### config.mk
export PLATFORM = sky130hd
export DESIGN_NAME = reset_sequencer_flat
export DESIGN_NICKNAME = d
export VERILOG_FILES = /design/src/rtl/reset_sequencer_if.sv /design/src/rtl/reset_sequencer.sv /design/src/flat_wrapper.sv
export SDC_FILE = /design/constraint.sdc
export NUM_CORES = 1
export LEC_CHECK = 0
export BUFFER_PORTS_ARGS = -buffer_cell sky130_fd_sc_hd__buf_4
export CAP_MARGIN = 25
export CORE_MARGIN = 8
export CORE_UTILIZATION = 30
export CTS_CLUSTER_DIAMETER = 150
export DETAILED_ROUTE_END_ITERATION = 10
export GPL_TIMING_DRIVEN = 0
export HOLD_SLACK_MARGIN = 0.08
export SKIP_CTS_REPAIR_TIMING = 1
export SLEW_MARGIN = 30
export SYNTH_ARGS = -nofsm -noshare
export SYNTH_HDL_FRONTEND = slang
export SYNTH_SLANG_ARGS = --single-unit
### constraint.sdc
create_clock -name i_aclk -period 2.8 [get_ports i_aclk]
set_clock_uncertainty 0.2 [all_clocks]
set_input_delay 0 -clock i_aclk [delete_from_list [all_inputs] [get_ports i_aclk]]
set_output_delay 0 -clock i_aclk [all_outputs]
set_load 0.1 [all_outputs]
### src/rtl/reset_sequencer_if.sv
// Reset sequencer bundle: lock/request inputs toward the sequencer and the
// three staged domain resets plus status coming back out of it.
interface reset_sequencer_if;
  logic       i_pll_locked;
  logic       i_sw_rst_req;
  logic       i_wdt_rst_req;
  logic       o_mem_rst_n;
  logic       o_periph_rst_n;
  logic       o_core_rst_n;
  logic       o_busy;
  logic [1:0] o_rst_cause;

  // System side: supplies lock status and reset requests, observes domain resets
  modport master (
    output i_pll_locked, i_sw_rst_req, i_wdt_rst_req,
    input  o_mem_rst_n, o_periph_rst_n, o_core_rst_n, o_busy, o_rst_cause
  );

  // Sequencer side
  modport slave (
    input  i_pll_locked, i_sw_rst_req, i_wdt_rst_req,
    output o_mem_rst_n, o_periph_rst_n, o_core_rst_n, o_busy, o_rst_cause
  );
endinterface

### src/rtl/reset_sequencer.sv
// Reset sequencer: waits for a filtered PLL lock, releases the mem, periph and
// core domains one stage apart, and pulls all three back into reset together on
// PLL loss, watchdog or software requests, remembering the cause.
module reset_sequencer #(
  parameter int LOCK_FILT   = 4,
  parameter int STAGE_DLY   = 8,
  parameter int ASSERT_HOLD = 16
) (
  input  logic             i_aclk,
  input  logic             i_rst,
  reset_sequencer_if.slave rst_if
);

  localparam int DLY_MAX = (STAGE_DLY > ASSERT_HOLD) ? STAGE_DLY : ASSERT_HOLD;
  localparam int DLY_W   = $clog2(DLY_MAX + 1);
  localparam int LCK_W   = (LOCK_FILT > 1) ? $clog2(LOCK_FILT) : 1;

  localparam logic [DLY_W-1:0] STAGE_LAST = DLY_W'(STAGE_DLY - 1);
  localparam logic [DLY_W-1:0] HOLD_LAST  = DLY_W'(ASSERT_HOLD - 1);
  localparam logic [DLY_W-1:0] DLY_SAT    = DLY_W'(DLY_MAX);
  localparam logic [LCK_W-1:0] LOCK_LAST  = LCK_W'(LOCK_FILT - 1);

  localparam logic [1:0] CAUSE_POR = 2'b00;
  localparam logic [1:0] CAUSE_SW  = 2'b01;
  localparam logic [1:0] CAUSE_WDT = 2'b10;
  localparam logic [1:0] CAUSE_PLL = 2'b11;

  typedef enum logic [2:0] {
    ST_HOLD,
    ST_WAIT_LOCK,
    ST_REL_MEM,
    ST_REL_PERIPH,
    ST_RUN,
    ST_ASSERT
  } state_e;

  state_e           r_state;
  logic [LCK_W-1:0] r_lock_cnt;
  logic [DLY_W-1:0] r_dly_cnt;
  logic             r_mem_rst_n;
  logic             r_periph_rst_n;
  logic             r_core_rst_n;
  logic             r_busy;
  logic [1:0]       r_cause;

  state_e           w_state_nxt;
  logic [LCK_W-1:0] w_lock_cnt_nxt;
  logic [DLY_W-1:0] w_dly_cnt_nxt;
  logic [1:0]       w_evt_cause;
  logic             w_mem_rst_n_nxt;
  logic             w_periph_rst_n_nxt;
  logic             w_core_rst_n_nxt;
  logic             w_busy_nxt;
  logic [1:0]       w_cause_nxt;

  // State, counters and the registered outputs; block reset pins every domain in reset.
  always_ff @(posedge i_aclk or negedge i_rst) begin
    if (!i_rst) begin
      r_state        <= ST_HOLD;
      r_lock_cnt     <= '0;
      r_dly_cnt      <= '0;
      r_mem_rst_n    <= 1'b0;
      r_periph_rst_n <= 1'b0;
      r_core_rst_n   <= 1'b0;
      r_busy         <= 1'b1;
      r_cause        <= CAUSE_POR;
    end else begin
      r_state        <= w_state_nxt;
      r_lock_cnt     <= w_lock_cnt_nxt;
      r_dly_cnt      <= w_dly_cnt_nxt;
      r_mem_rst_n    <= w_mem_rst_n_nxt;
      r_periph_rst_n <= w_periph_rst_n_nxt;
      r_core_rst_n   <= w_core_rst_n_nxt;
      r_busy         <= w_busy_nxt;
      r_cause        <= w_cause_nxt;
    end
  end

  // Next state, lock filter and shared stage/hold delay counter (cleared on any state change, saturating).
  always_comb begin
    w_state_nxt    = r_state;
    w_lock_cnt_nxt = '0;
    w_evt_cause    = CAUSE_PLL;
    case (r_state)
      ST_HOLD: w_state_nxt = ST_WAIT_LOCK;
      ST_WAIT_LOCK: begin
        if (rst_if.i_pll_locked) begin
          if (r_lock_cnt == LOCK_LAST) w_state_nxt = ST_REL_MEM;
          else w_lock_cnt_nxt = r_lock_cnt + 1'b1;
        end
      end
      ST_REL_MEM: begin
        if (!rst_if.i_pll_locked) w_state_nxt = ST_ASSERT;
        else if (r_dly_cnt == STAGE_LAST) w_state_nxt = ST_REL_PERIPH;
      end
      ST_REL_PERIPH: begin
        if (!rst_if.i_pll_locked) w_state_nxt = ST_ASSERT;
        else if (r_dly_cnt == STAGE_LAST) w_state_nxt = ST_RUN;
      end
      ST_RUN: begin
        if (!rst_if.i_pll_locked) begin
          w_state_nxt = ST_ASSERT;
        end else if (rst_if.i_wdt_rst_req) begin
          w_state_nxt = ST_ASSERT;
          w_evt_cause = CAUSE_WDT;
        end else if (rst_if.i_sw_rst_req) begin
          w_state_nxt = ST_ASSERT;
          w_evt_cause = CAUSE_SW;
        end
      end
      ST_ASSERT: begin
        if (r_dly_cnt == HOLD_LAST) w_state_nxt = ST_WAIT_LOCK;
      end
      default: w_state_nxt = ST_HOLD;
    endcase

    if (w_state_nxt != r_state) begin
      w_dly_cnt_nxt = '0;
    end else if ((r_state == ST_REL_MEM || r_state == ST_REL_PERIPH || r_state == ST_ASSERT)
                 && r_dly_cnt != DLY_SAT) begin
      w_dly_cnt_nxt = r_dly_cnt + 1'b1;
    end else begin
      w_dly_cnt_nxt = r_dly_cnt;
    end
  end

  // Output values for the coming state, so each domain changes on its transition edge.
  always_comb begin
    w_mem_rst_n_nxt    = 1'b0;
    w_periph_rst_n_nxt = 1'b0;
    w_core_rst_n_nxt   = 1'b0;
    w_busy_nxt         = 1'b1;
    w_cause_nxt        = r_cause;
    case (w_state_nxt)
      ST_REL_MEM: begin
        w_mem_rst_n_nxt = 1'b1;
      end
      ST_REL_PERIPH: begin
        w_mem_rst_n_nxt    = 1'b1;
        w_periph_rst_n_nxt = 1'b1;
      end
      ST_RUN: begin
        w_mem_rst_n_nxt    = 1'b1;
        w_periph_rst_n_nxt = 1'b1;
        w_core_rst_n_nxt   = 1'b1;
        w_busy_nxt         = 1'b0;
      end
      ST_ASSERT: begin
        if (r_state != ST_ASSERT) w_cause_nxt = w_evt_cause;
      end
      default: begin
        w_busy_nxt = 1'b1;
      end
    endcase
  end

  assign rst_if.o_mem_rst_n    = r_mem_rst_n;
  assign rst_if.o_periph_rst_n = r_periph_rst_n;
  assign rst_if.o_core_rst_n   = r_core_rst_n;
  assign rst_if.o_busy         = r_busy;
  assign rst_if.o_rst_cause    = r_cause;

endmodule

### src/flat_wrapper.sv
// flat-port wrapper written by rule: the top's interface ports become plain ports
module reset_sequencer_flat 
#(
  parameter int LOCK_FILT   = 4,
  parameter int STAGE_DLY   = 8,
  parameter int ASSERT_HOLD = 16
)
  (i_aclk, i_rst, rst_if_i_pll_locked, rst_if_i_sw_rst_req, rst_if_i_wdt_rst_req, rst_if_o_mem_rst_n, rst_if_o_periph_rst_n, rst_if_o_core_rst_n, rst_if_o_busy, rst_if_o_rst_cause);
  reset_sequencer_if rst_if_i ();
  input  logic i_aclk;
  input  logic i_rst;
  input wire logic [$bits(rst_if_i.i_pll_locked)-1:0] rst_if_i_pll_locked;
  input wire logic [$bits(rst_if_i.i_sw_rst_req)-1:0] rst_if_i_sw_rst_req;
  input wire logic [$bits(rst_if_i.i_wdt_rst_req)-1:0] rst_if_i_wdt_rst_req;
  output wire logic [$bits(rst_if_i.o_mem_rst_n)-1:0] rst_if_o_mem_rst_n;
  output wire logic [$bits(rst_if_i.o_periph_rst_n)-1:0] rst_if_o_periph_rst_n;
  output wire logic [$bits(rst_if_i.o_core_rst_n)-1:0] rst_if_o_core_rst_n;
  output wire logic [$bits(rst_if_i.o_busy)-1:0] rst_if_o_busy;
  output wire logic [$bits(rst_if_i.o_rst_cause)-1:0] rst_if_o_rst_cause;
  assign rst_if_i.i_pll_locked = rst_if_i_pll_locked;
  assign rst_if_i.i_sw_rst_req = rst_if_i_sw_rst_req;
  assign rst_if_i.i_wdt_rst_req = rst_if_i_wdt_rst_req;
  assign rst_if_o_mem_rst_n = rst_if_i.o_mem_rst_n;
  assign rst_if_o_periph_rst_n = rst_if_i.o_periph_rst_n;
  assign rst_if_o_core_rst_n = rst_if_i.o_core_rst_n;
  assign rst_if_o_busy = rst_if_i.o_busy;
  assign rst_if_o_rst_cause = rst_if_i.o_rst_cause;
  reset_sequencer #(.LOCK_FILT(LOCK_FILT), .STAGE_DLY(STAGE_DLY), .ASSERT_HOLD(ASSERT_HOLD)) u_core (.i_aclk(i_aclk), .i_rst(i_rst), .rst_if(rst_if_i));
endmodule
==> impl_metrics.py <==
metrics = {
    "routing": {
        "drt_first_iter_violations": 8,
        "drt-pass1-iter-count": 3,
        "drtAntennaViolNets": 0,
        "route.detailed.wl_per_inst_um": 13.13,
        "routed_wirelength_um": 1943,
        "vias": 730,
        "vias_per_cell": 4.932,
        "drc": 0,
    },
    "placement": {
        "port-buffer-count": 9,
        "place_congestion": 0.7905,
        "detailedPlacementHpwl_um": 1394,
        "place.detailed.instances": 137,
        "place_worst_setup_slack_ps": 689.2,
        "placed_cell_area_um2": 1030,
    },
    "cts": {
        "clock_sink_count": 16,
        "cts.reportedPaths.clkPinSlew_ps": 90,
        "cts-root-to-sink-buffers": 2,
        "cts_htree_levels": 1,
        "cts_tree": "yes",
        "cts-root-buf": "clkbuf_4",
        "clk-insertion-delay-late_ps": 290,
        "cts_made_buffers": 3,
    },
    "floorplanning": {
        "die_area_um2": 5099,
        "die_y_um": 71.41,
        "die_w_um": 71.41,
        "pin_count": 11,
        "floorplan.rows": 20,
        "total_core_area_um2": 2978,
        "start_util_pct": 30.92,
    },
    "layout": {
        "final_layout_size_suffix_gt1_share_pct": 20.87,
        "areaGrowthSynthToFinish_pct": 22.28,
        "final_cell_count_no_fill": 148,
        "design.final.nets": 125,
        "num-fill-cells": 297,
        "n_antenna_cell": 0,
        "final_area_um2": 1126,
    },
    "worst_setup_path": {
        "critPathRequiredTime_ps": 2820,
        "critical_path_peak_fanout": 5,
        "timing.critical_path.to_type": "flip-flop",
        "criticalPathCategory": "reg2reg",
        "cp-start-kind": "flip-flop",
        "cp.arrival_ps": 2140,
    },
    "logic_synthesis": {
        "synth.top_cells.by_count": "15 x dfrtp_1, 8 x inv_1, 8 x nor2_1",
        "yosysSeqAreaShare_pct": 43.61,
        "syn_area_per_cell_um2": 9.694,
        "synthSimpleGateAreaFrac_pct": 23.10,
        "synth_top_family_by_area": "simple AND/OR/NAND/NOR gates",
        "yosys.area_share.xor_xnor_pct": 2.853,
        "netlist_area_um2": 920.9,
        "synth_top_flop_cell": "dfrtp_1",
        "synthesized_netlist_cell_count": 95,
        "number_of_synthesized_flops_with_an_enable_pin": 0,
        "synth_largest_type_area_fraction_pct": 40.76,
        "synth.net_count": 104,
        "synthMostInstantiatedCell": "dfrtp_1",
        "yosys_warnings": 0,
        "synth_cell_types": 36,
        "synth.ff_latch_count": 16,
        "synthArstFlopShare_pct": 100.0,
        "synth_compound_gate_area_share_pct": 17.12,
        "cell_types_occupying_the_most_area_after_synthesis": "dfrtp_1 41%, ha_1 5.4%, a21oi_1 3.8%, inv_1 3.3%, nor2_1 3.3%",
        "synth_adder_area_share_pct": 5.435,
        "yosysTopAreaCell": "dfrtp_1",
        "yosys-mux-area-fraction_pct": 2.174,
    },
    "global_route": {
        "grt_start_max_net_pins": 17,
        "global_route.overflow_total": 0,
        "gr-usage-all-layers_pct": 8.106,
        "grt_pass1_wl_um": 3236,
        "grt_antenna_before_repair": 0,
        "number_of_global_route_vias_before_repair": 708,
    },
    "sta": {
        "slew_violations": 0,
        "slew_headroom_pct": 53.05,
        "hold_viol": 0,
        "worst_pin_slew_ps": 701.9,
        "max_clock_freq_mhz": 471.7,
        "layout_worst_path_cycle_share_pct": 75.71,
        "setup_tns_ps": 0,
        "setup-violations-final": 0,
        "postLayoutSetupSlackWorst_ps": 680.1,
        "layout_min_cycle_time_ps": 2120,
        "setup_repair_after_global_routing_missed_its_margin": "no",
    },
    "pwr": {
        "ir_worst_vdd_uv": 332.1,
        "power.density_nw_per_um2": 784.2,
        "power_leakage_uw": 0.0004990,
    },
    "hold_path": {
        "hold_class": "in2reg",
    },
    "run_status": {
        "status": "finished, final reports clean",
    },
    "flow_run": {
        "cap_violations": 0,
    },
}
[power breakdown]
part	switching [uW]	total, uW	internal, uW
combinational	289	442	153
clock	73.4	129	55.3
sequential	30.6	312	282
[per-stage QoR]
stage	power, uW	utilization, %	hold slack, ps
detailed placement	740.9	34.58	-331.5
floorplan	646.9	-	-495.6
global placement	726.8	34.58	-332.7
global route	944.1	37.82	158.9
finish	883.1	37.82	134.6
CTS	871.4	35.46	-655.0
[final timing paths]
| kind | startpoint | to | slack, ps | depth (start not counted) |
|---|---|---|---|---|
| setup / recovery | u_core.r_dly_cnt[0] | u_core.rst_if.o_busy | 680 | 7 |
| hold / removal | rst_if_i_sw_rst_req | u_core.r_state[0] | 130 | 4 |
| setup reg to reg | u_core.r_dly_cnt[0] | u_core.rst_if.o_busy | 680 | 7 |
| hold reg to reg | u_core.r_lock_cnt[0] | u_core.r_lock_cnt[0] | 240 | 1 |
| max in group asynchronous | i_rst | u_core.r_dly_cnt[1] | 760 | 4 |
| min in group asynchronous | i_rst | u_core.rst_if.o_busy | 540 | 3 |
[final cells by class]
cell class                 instances  area (um^2)  area share [%]
sequential                        16        401.6           35.67
clock buffer                       4        26.28           2.333
inverter                           8        30.03           2.667
buffer                             4        22.52           2.000
multi-input combinational         67        466.7           41.44
timing repair buffer              16        137.6           12.22
tap                               33        41.29           3.667
[critical path, stage by stage (launching register included)]
cell     delay, ps
dfrtp_1        430
ha_1           250
and3_1         200
ha_1           180
a21oi_1        170
nor2_1          70
a211o_1        330
or2_1          240
[sequential cells by signal (all words and copies together), names as in the netlist]
signal and count:
u_core.rst_if.o_mem_rst_n 1, u_core.r_lock_cnt 2, u_core.r_dly_cnt 5, u_core.r_state 3, u_core.rst_if.o_rst_cause 2, u_core.rst_if.o_core_rst_n 1
u_core.rst_if.o_busy 1, u_core.rst_if.o_periph_rst_n 1
[metal layers]
layer  global-route usage, %  share of wire [%]
met1                   9.173                 46
met2                   12.86                 48
met3                   2.371                3.7
met4                   5.543                2.7
met5                       0                  0
[cell usage in the layout (no fill, tap or decap), types with 2 or more instances in the layout]
cell type	count
a22oi_1	2
dfrtp_1	15
nor3_1	2
a21oi_1	7
nor2_1	8
o21ai_0	2
nand3_1	2
nand2_1	4
inv_1	8
a211o_1	2
clkbuf_4	3
ha_1	4
nand3b_1	3
xnor2_1	3
a21oi_2	2
nor3b_1	3
mux2i_1	2
nand2b_1	3
buf_2	3
buf_4	10
dlygate4sd3_1	7
and3_1	3
[cells by family (layout without fill, tap and decap cells)]
family	Yosys count	after routing
adders and majority gates	4	4
buffers and inverters	12	32
and+or+nand+nor	35	35
xor gates and xnor gates	3	3
DFF	16	16
muxes	2	2
AOI/OAI and AO/OA	23	23
Power figures use the tool's default switching activity.
